===== src/rtl/rld_pkg.sv =====
// Shared constants and helpers for the run-length detector.
// Optional statistics are enabled by defining RLD_STATS_EN.
package rld_pkg;

    localparam logic MODE_LEVEL = 1'b0;
    localparam logic MODE_PULSE = 1'b1;

    localparam int DEF_CNT_W  = 4;
    localparam int DEF_STAT_W = 16;

    // Saturating increment; callers zero-extend into 32 bits and truncate the result.
    function automatic logic [31:0] sat_inc(input logic [31:0] v, input logic [31:0] max_v);
        return (v >= max_v) ? max_v : v + 32'd1;
    endfunction

endpackage


===== src/rtl/rld_channel.sv =====
// One channel of the run-length detector: run counter, detect flag and,
// with RLD_STATS_EN defined, a saturating hit counter.
module rld_channel
    import rld_pkg::*;
#(
    parameter int CNT_W  = DEF_CNT_W,
    parameter int STAT_W = DEF_STAT_W
) (
    input  logic              clock,
    input  logic              rst,
    input  logic              en,
    input  logic              w,
    input  logic              target,
    input  logic              mode,
    input  logic [CNT_W-1:0]  thresh,
`ifdef RLD_STATS_EN
    input  logic              clr_stat,
    output logic [STAT_W-1:0] hit_cnt,
`endif
    output logic              z
);

    logic [CNT_W-1:0] cnt;
    logic [CNT_W-1:0] cnt_inc;
    logic [CNT_W:0]   cnt_plus;
    logic [CNT_W-1:0] cnt_nxt;
    logic             m;
    logic             z_nxt;
    logic             hit;

    assign m        = (w == target);
    assign cnt_inc  = CNT_W'(sat_inc(32'(cnt), 32'({CNT_W{1'b1}})));
    assign cnt_plus = {1'b0, cnt} + {{CNT_W{1'b0}}, 1'b1};

    // thresh arrives already mapped so that it is never zero.
    always_comb begin
        cnt_nxt = cnt;
        z_nxt   = z;
        if (!m) begin
            cnt_nxt = '0;
            z_nxt   = 1'b0;
        end else if (mode == MODE_LEVEL) begin
            cnt_nxt = cnt_inc;
            z_nxt   = (cnt_inc >= thresh);
        end else if (cnt_plus >= {1'b0, thresh}) begin
            cnt_nxt = '0;
            z_nxt   = 1'b1;
        end else begin
            cnt_nxt = cnt_plus[CNT_W-1:0];
            z_nxt   = 1'b0;
        end
    end

    // A LEVEL hit is only the rising edge of z; a PULSE hit is every pulse.
    assign hit = (mode == MODE_PULSE) ? z_nxt : (z_nxt & ~z);

    always_ff @(posedge clock) begin
        if (!rst) begin
            cnt <= '0;
            z   <= 1'b0;
        end else if (en) begin
            cnt <= cnt_nxt;
            z   <= z_nxt;
        end
    end

`ifdef RLD_STATS_EN
    always_ff @(posedge clock) begin
        if (!rst) begin
            hit_cnt <= '0;
        end else if (en) begin
            if (clr_stat)
                hit_cnt <= '0;
            else if (hit)
                hit_cnt <= STAT_W'(sat_inc(32'(hit_cnt), 32'({STAT_W{1'b1}})));
        end
    end
`else
    logic unused_hit;
    assign unused_hit = hit;
`endif

endmodule


===== src/rtl/run_length_detector.sv =====
// Multi-channel programmable run-length detector; per-channel hit
// statistics are present only when RLD_STATS_EN is defined.
module run_length_detector
    import rld_pkg::*;
#(
    parameter int CH     = 4,
    parameter int CNT_W  = DEF_CNT_W,
    parameter int STAT_W = DEF_STAT_W
) (
    input  logic                 clock,
    input  logic                 rst,
    input  logic                 en,
    input  logic [CH-1:0]        w,
    input  logic                 target,
    input  logic                 mode,
    input  logic [CNT_W-1:0]     thresh,
`ifdef RLD_STATS_EN
    input  logic                 clr_stat,
    output logic [CH*STAT_W-1:0] hit_cnt,
`endif
    output logic [CH-1:0]        z
);

    logic [CNT_W-1:0] t_eff;

    // A zero threshold behaves as a run length of one.
    assign t_eff = (thresh == '0) ? CNT_W'(1) : thresh;

    for (genvar i = 0; i < CH; i++) begin : g_ch
        rld_channel #(
            .CNT_W  (CNT_W),
            .STAT_W (STAT_W)
        ) u_ch (
            .clock    (clock),
            .rst      (rst),
            .en       (en),
            .w        (w[i]),
            .target   (target),
            .mode     (mode),
            .thresh   (t_eff),
`ifdef RLD_STATS_EN
            .clr_stat (clr_stat),
            .hit_cnt  (hit_cnt[i*STAT_W +: STAT_W]),
`endif
            .z        (z[i])
        );
    end

endmodule

===== config.mk =====
export PLATFORM = sky130hd
export DESIGN_NAME = run_length_detector
export DESIGN_NICKNAME = d
export VERILOG_FILES = /design/src/rtl/rld_pkg.sv /design/src/rtl/rld_channel.sv /design/src/rtl/run_length_detector.sv
export SDC_FILE = /design/constraint.sdc
export NUM_CORES = 1
export LEC_CHECK = 0
export ABC_CLOCK_PERIOD_IN_PS = 2680
export CAP_MARGIN = 20
export CELL_PAD_IN_SITES_DETAIL_PLACEMENT = 1
export CELL_PAD_IN_SITES_GLOBAL_PLACEMENT = 2
export CORE_MARGIN = 2
export CORE_UTILIZATION = 35
export CTS_BUF_LIST = sky130_fd_sc_hd__clkbuf_8
export DETAILED_ROUTE_END_ITERATION = 16
export DONT_BUFFER_PORTS = 1
export PLACE_DENSITY = 0.88
export SLEW_MARGIN = 20
export SYNTH_ARGS = -nofsm -noshare
export SYNTH_HDL_FRONTEND = slang
export SYNTH_SLANG_ARGS = --single-unit

===== constraint.sdc =====
create_clock -name clock -period 2.68 [get_ports clock]
set_clock_uncertainty 0.2 [all_clocks]
set_input_delay 0.536 -clock clock [delete_from_list [all_inputs] [get_ports clock]]
set_output_delay 0.536 -clock clock [all_outputs]
set_load 0.005 [all_outputs]

==> run_results.csv, run 1 <==
group,metric,value,unit
setup_path,max_stage_delay,0.38,ns
cells_and_area,finalNetCount,324,
timing,hold_ws,0.176,ns
detailed_routing,vias_per_cell,5.60,
detailed_routing,wl,6140,µm
yosys,synth-edff-count,0,
power_and_ir_drop,p_comb_share,26.9,%
setup_path,worstSetupPathType,"reg -> reg",
power_and_ir_drop,p_clk_share,30.3,%
yosys,syn_area_per_cell,7.69,µm²
yosys,synth_adder_area_share,15.4,%
run,maxCapViolCount,0,
yosys,netlist_area,0.00215,mm²
power_and_ir_drop,power_per_cell_area,309,mW/mm²
timing,fmax,0.395,GHz
global_route,met1_usage,24.4,%
timing,maxSlewViolCount,0,
global_route,first_global_vias,2030,
yosys,syn-num-nets,318,
clock_tree,ctsHoldBuffers,0,
yosys,synthCells,280,
hold_path,hold_path_class,"in -> reg",
global_route,grt_max_degree,18,
setup_path,end_kind,"register",
power_and_ir_drop,p_sw,226,µW
yosys,muxShareOfSynthArea,1.51,%
setup_path,cp.arrival,2.55,ns
floorplan,die_w,82.5,µm
yosys,synth_top_family_by_area,"simple AND/OR/NAND/NOR gates",
cells_and_area,drive_above_1_share,15.5,%
detailed_routing,drt-initial-drc-count,81,
timing,finalHoldViolCount,0,
yosys,yosys_warnings,0,
setup_path,cp_slowest_cell,"dfxtp_1",
yosys,ys_seq_area_share,18.6,%
timing,max_slew_margin,63.6,%
setup_path,path_buf_inv,0,
setup_path,cp_common_cell,"maj3_1",
timing,period_needed,2.53,ns
timing,final-setup-viol-count,0,
global_route,top_usage_layer,"met2",
global_route,grt_pass1_wl,10000,µm
global_route,use_met3,3.04,%
cells_and_area,antenna-diode-count,0,
detailed_routing,vias,2010,
cells_and_area,mostFrequentLayoutCells,"a21oi_1, nor2_1, ha_1",
yosys,synth_compound_area_share,25.0,%
detailed_routing,drtAntennaViolNets,0,
placed_design,dpl.hpwl,4560,µm
yosys,ys_types,45,
power_and_ir_drop,pwr-share-seq,42.8,%
clock_tree,cts_setup_buffers,0,
yosys,ys.flop_type,"dfxtp_1",
detailed_routing,drc,0,
detailed_routing,routedWlPerCell,17.1,µm
global_route,grt.total_usage,19.4,%
floorplan,die_h,82.5,µm
power_and_ir_drop,peakVddDrop,0.000161,V
clock_tree,numCtsBuffers,3,
clock_tree,tritoncts,"yes",
placed_design,portBuffers,0,
global_route,gr-total-overflow,0,
setup_path,start_kind,"register",
floorplan,start_util,36.4,%
setup_path,crit_chain,"ha_2 > nand3_1 > and2_1 > ha_1 > nand2b_1 > a21oi_1 > maj3_1 > maj3_1 > nor2_1 > o21a_1",
power_and_ir_drop,p_leak,0.000967,µW
clock_tree,clk_pin_slew,0.08,ns
detailed_routing,first_pass_iters,4,
floorplan,num_rows,28,
floorplan,die_area,0.00680,mm²
clock_tree,insertion_delay,0.27,ns
clock_tree,clock_path_buffers,2,
floorplan,io-pin-count,17,
clock_tree,h-tree-depth,1,
cells_and_area,syn_to_final_growth,8.71,%
outcome,status,"finished, final reports clean",
timing,period_share,94.4,%
floorplan,core_area,0.00592,mm²
yosys,ys_ff_latch,20,
global_route,antenna_found_initial,0,
setup_path,crit_family,"adder cells",
yosys,synthXorXnorAreaFrac,4.47,%
clock_tree,clock-sinks,20,
yosys,synth-simple-area-share,26.6,%
global_route,use_met2,33.5,%
placed_design,gp_congestion,0.810,
setup_path,path_max_fanout,7,
clock_tree,clockRootBuffer,"clkbuf_8",
setup_path,required,2.70,ns
power_and_ir_drop,p_int,497,µW
timing,worst_slew_pin_slew,0.546,ns
power_and_ir_drop,p_sw_share,31.3,%
cells_and_area,post-route-util,39.6,%
yosys,async_reset_ff_share,0,%
worst paths after layout:
path / start / to / slack [ns] / cells after the start
setup / recovery: g_ch[3].u_ch.cnt[1] / g_ch[3].u_ch.z / 0.15 / 10
hold / removal: rst / g_ch[1].u_ch.cnt[2] / 0.18 / 1
setup reg to reg: g_ch[3].u_ch.cnt[1] / g_ch[3].u_ch.z / 0.15 / 10
hold reg to reg: g_ch[1].u_ch.cnt[1] / g_ch[1].u_ch.cnt[1] / 0.29 / 2
state kept, by name, summed over array words and instances (netlist names):
| register | count |
|---|---|
| g_ch.u_ch.cnt | 16 |
| g_ch.u_ch.z | 4 |
stage by stage:
step / setup TNS [ns] / instance area [µm²] / instances / total power, µW / setup WS, ns
after global placement: 0 / 2280 / 356 / 501 / 0.0893
after CTS: 0 / 2320 / 359 / 731 / 0.0784
after detailed placement: 0 / 2280 / 356 / 506 / 0.0362
after floorplan: 0 / 2170 / 280 / 464 / 0.00288
final: 0 / 2340 / 359 / 723 / 0.150
after global routing: -0.00632 / 2340 / 359 / 763 / -0.00632
what timing repair did:
item,in CTS,in global routing
endpoints found under the setup margin,1,4
pin swaps,0,1
gates resized for setup,1,6
worst register-to-register path: stages, from the launching register on:
cell	delay [ns]
dfxtp_1	0.38
ha_2	0.25
nand3_1	0.11
and2_1	0.18
ha_1	0.26
nand2b_1	0.10
a21oi_1	0.06
maj3_1	0.34
maj3_1	0.37
nor2_1	0.10
o21a_1	0.12
power groups by stage:
| stage | Sequential [µW] | Clock, µW | Combinational (µW) |
|---|---|---|---|
| 6_report | 310 | 219 | 195 |
| 4_1_cts | 310 | 228 | 194 |
| 3_5_place_dp | 317 | 0 | 190 |
| 5_1_grt | 311 | 229 | 223 |
| 3_3_place_gp | 316 | 0 | 184 |
| 2_1_floorplan | 319 | 0 | 146 |
kinds of logic after synthesis:
family / count (synthesis)
XOR/XNOR: 11
adder cells (fa/ha/maj): 27
flip-flops: 20
multiplexers: 3
AND/OR/NAND/NOR: 111
buffers and inverters: 33
AO/OA/AOI/OAI: 75
synth_stat cells, types with 6 or more instances:
master / number / share of area (%)
nand2_1: 22 / 3.8
xnor2_1: 11 / 4.5
or3_1: 6 / 1.7
inv_1: 15 / 2.6
nor2_1: 23 / 4.0
nand2b_1: 18 / 5.2
o21ai_0: 10 / 2.3
nand3_1: 10 / 2.3
ha_1: 25 / 15
a21oi_1: 25 / 5.8
clkbuf_1: 6 / 1.0
nor3_1: 7 / 1.6
dfxtp_1: 20 / 19
and2_1: 7 / 2.0
layer usage:
layer	part of all wire, %	wire length (µm)
met2	48	2960
met4	2.0	125
met5	0	0
met1	46	2860
met3	3.2	196
final cells by class:
class | instances | area (µm²)
fillers | 743 | 3580
multi-input cells | 227 | 1610
flip-flops and latches | 20 | 402
repair buffers | 19 | 143
well taps | 75 | 93.8
inverters | 15 | 56.3
clock buffers | 3 | 41.3
(Power assumes the default switching activity.)
==> run 2: changes to the inputs <==
ABC_AREA = 1   (was default)
CORE_UTILIZATION = 32   (was 35)
PLACE_DENSITY = 0.89   (was 0.88)
SKIP_LAST_GASP = 1   (was default)
==> run 2 against run 1 <==
Effect of this change:
- combinational power is 4% lower
- synthesized cell count is 20% higher
- largest power group unchanged
- worst setup slack better by 0.29 ns
- first-iteration DRC count is 26% lower
- cell area is 8.0% lower
- worst hold slack better by 0.11 ns
- clock-buffer cell count stayed put
- wire length is 8.6% lower
- via count is 1.1% higher
- sequential share of layout area is 1.4 points higher
- register-to-register slack better by 0.29 ns
==> run_results.csv, run 2 <==
group,metric,value,unit
yosys,synth_top_area_share,23.0,%
clock_tree,tritoncts,"yes",
power_and_ir_drop,peakVddDrop,0.000188,V
clock_tree,h-tree-depth,1,
setup_path,required,2.61,ns
setup_path,timing.rr.end,"g_ch[1].u_ch.z",
setup_path,cp.arrival,2.16,ns
power_and_ir_drop,power_per_cell_area,328,mW/mm²
yosys,ys_types,21,
yosys,syn-num-nets,373,
setup_path,path_max_fanout,4,
timing,period_needed,2.24,ns
timing,max_slew_margin,56.6,%
yosys,netlist_area,0.00202,mm²
placed_design,dpl.hpwl,4560,µm
yosys,yosysTopAreaCell,"nand2_1",
hold_path,hold_path_class,"reg -> reg",
clock_tree,insertion_delay,0.26,ns
detailed_routing,routedWlPerCell,13.6,µm
yosys,ys_seq_area_share,19.8,%
yosys,synth_commonest_cells,"nand2_1, inv_1, nand3_1",
yosys,synthTopCellsByArea,"nand2_1, dfxtp_1, ha_1, inv_1, nand3_1",
floorplan,die_h,83.5,µm
clock_tree,ctsHoldBuffers,0,
cells_and_area,final_common_cell,"nand2_1",
global_route,first_global_vias,2117,
run,maxCapViolCount,0,
floorplan,io-pin-count,17,
placed_design,post-place-ws,0.297,ns
hold_path,hp-start,"g_ch[0].u_ch.cnt[3]",
outcome,status,"finished, final reports clean",
timing,setup_ws,0.443,ns
yosys,syn_area_per_cell,6.03,µm²
timing,final-setup-viol-count,0,
cells_and_area,drive_above_1_share,7.69,%
cells_and_area,largest_reg_flops,16,
setup_path,r2r-start,"g_ch[1].u_ch.cnt[1]",
clock_tree,numCtsBuffers,3,
floorplan,die_w,83.5,µm
global_route,antenna_found_initial,0,
timing,fmax,0.447,GHz
timing,maxSlewViolCount,0,
placed_design,portBuffers,0,
placed_design,place_area,0.00211,mm²
yosys,synthCells,335,
hold_path,holdPathStages,2,
clock_tree,clk_pin_slew,0.08,ns
global_route,grt_pass1_wl,9610,µm
floorplan,core_area,0.00603,mm²
setup_path,start_kind,"register",
yosys,ys.flop_type,"dfxtp_1",
floorplan,start_util,33.5,%
timing,fin_tns_setup,0,ns
yosys,synth_most_common_cell,"nand2_1",
yosys,yosys_warnings,0,
setup_path,r2r.worst_path.cells,19,
detailed_routing,drt-initial-drc-count,60,
detailed_routing,first_pass_iters,4,
global_route,grt_max_degree,21,
timing,period_share,83.5,%
timing,grt_setup_unrepaired,"no",
cells_and_area,finalNetCount,378,
timing,finalHoldViolCount,0,
detailed_routing,vias_per_cell,4.92,
detailed_routing,drc,0,
detailed_routing,drtAntennaViolNets,0,
detailed_routing,wl,5620,µm
setup_path,end_kind,"register",
clock_tree,clock_path_buffers,2,
floorplan,num_rows,28,
floorplan,die_area,0.00697,mm²
setup_path,worstSetupPathType,"reg -> reg",
power_and_ir_drop,p_leak,0.00118,µW
cells_and_area,mostFrequentLayoutCells,"nand2_1, inv_1, nand3_1",
clock_tree,clock-sinks,20,
global_route,gr-total-overflow,0,
timing,worst_slew_pin_slew,0.651,ns
cells_and_area,syn_to_final_growth,6.69,%
setup_path,ff2ff_setup_slack,0.44,ns
cells_and_area,antenna-diode-count,0,
cells_and_area,design_area,0.00216,mm²
yosys,synth-edff-count,0,
yosys,async_reset_ff_share,0,%
clock_tree,clockRootBuffer,"clkbuf_8",
detailed_routing,vias,2033,
cells_and_area,registers.top_by_ff_count,"g_ch.u_ch.cnt",
hold_path,min_delay_worst_endpoint,"g_ch[0].u_ch.cnt[3]",
global_route,grt.total_usage,16.6,%
placed_design,gp_congestion,0.806,
yosys,ys_ff_latch,20,
cells_and_area,top_regs,"g_ch.u_ch.cnt: 16 flops, g_ch.u_ch.z: 4 flops",
clock_tree,cts.repair.resized,0,
clock_tree,cts_setup_buffers,0,
run 2: cell types whose count changed after synthesis, sizes merged, moves of 7 or more:
cell	delta
nand2	+108
inv	+45
nand3	+35
nand2b	-18
nor2	-16
o21ai	-12
xnor2	-11
buf	-8
and2	-7
nand4	+7
nor3	-7
run 2: cell type report:
class | instances | area (µm²)
Clock buffer | 3 | 41.3
Timing Repair Buffer | 8 | 60.1
Sequential cell | 20 | 400
Inverter | 60 | 225
Fill cell | 838 | 3870
Tap cell | 75 | 93.8
Multi-Input combinational cell | 247 | 1340
run 2: logic make-up after synthesis:
logic type                 synth area share [%]
adders and majority gates                  15.5
buffers and inverters                      14.1
xor gates and xnor gates                   1.73
DFF                                        19.8
AOI/OAI and AO/OA                          6.13
and+or+nand+nor                            42.7
run 2: worst max-delay path, stage by stage (launching register included):
cell and delay (ns):
dfxtp_1 0.39, ha_1 0.20, nand2_2 0.09, nor2_4 0.14
inv_1 0.07, nand2_1 0.05, inv_1 0.04, ha_1 0.27
inv_1 0.06, nand2_1 0.04, nand2_1 0.07, nand2_1 0.05
nand2_1 0.06, nand2_1 0.05, nand2_1 0.05, nand2_1 0.06
nand2_1 0.06, nand2_1 0.05, nand2_1 0.06, a21oi_1 0.05
run 2: how the worst max path moves through the flow:
stage                             start             endpoint  cells past startpoint
floorplan                     thresh[3]       g_ch[0].u_ch.z                     11
global placement              thresh[3]       g_ch[0].u_ch.z                     11
detailed placement            thresh[3]  g_ch[0].u_ch.cnt[2]                     10
CTS                 g_ch[3].u_ch.cnt[1]       g_ch[3].u_ch.z                     17
global route        g_ch[2].u_ch.cnt[1]       g_ch[2].u_ch.z                     19
finish              g_ch[1].u_ch.cnt[1]       g_ch[1].u_ch.z                     19
run 2: per-stage QoR:
stage | utilization (%) | hold WS, ns | total power (µW) | std cells
final | 35.8 | 0.284 | 708 | 413
after floorplan | - | 0.243 | 457 | 335
after detailed placement | 35.1 | 0.279 | 507 | 410
after global placement | 35.1 | 0.272 | 501 | 410
after global routing | 35.8 | 0.327 | 761 | 413
after CTS | 35.8 | 0.292 | 720 | 413
run 2: per-layer routing:
metal | track usage, % | wire (µm) | up-vias
met3 | 2.97 | 122 | 5
met2 | 31.5 | 2860 | 16
li1 | - | - | 1058
met5 | 0 | 0 | -
met4 | 2.49 | 23 | 0
met1 | 19.7 | 2610 | 954
run 2: power by group:
group | total, µW | switching (µW) | internal, µW
sequential | 311 | 6.05 | 305
clock | 209 | 109 | 101
combinational | 188 | 117 | 71.0
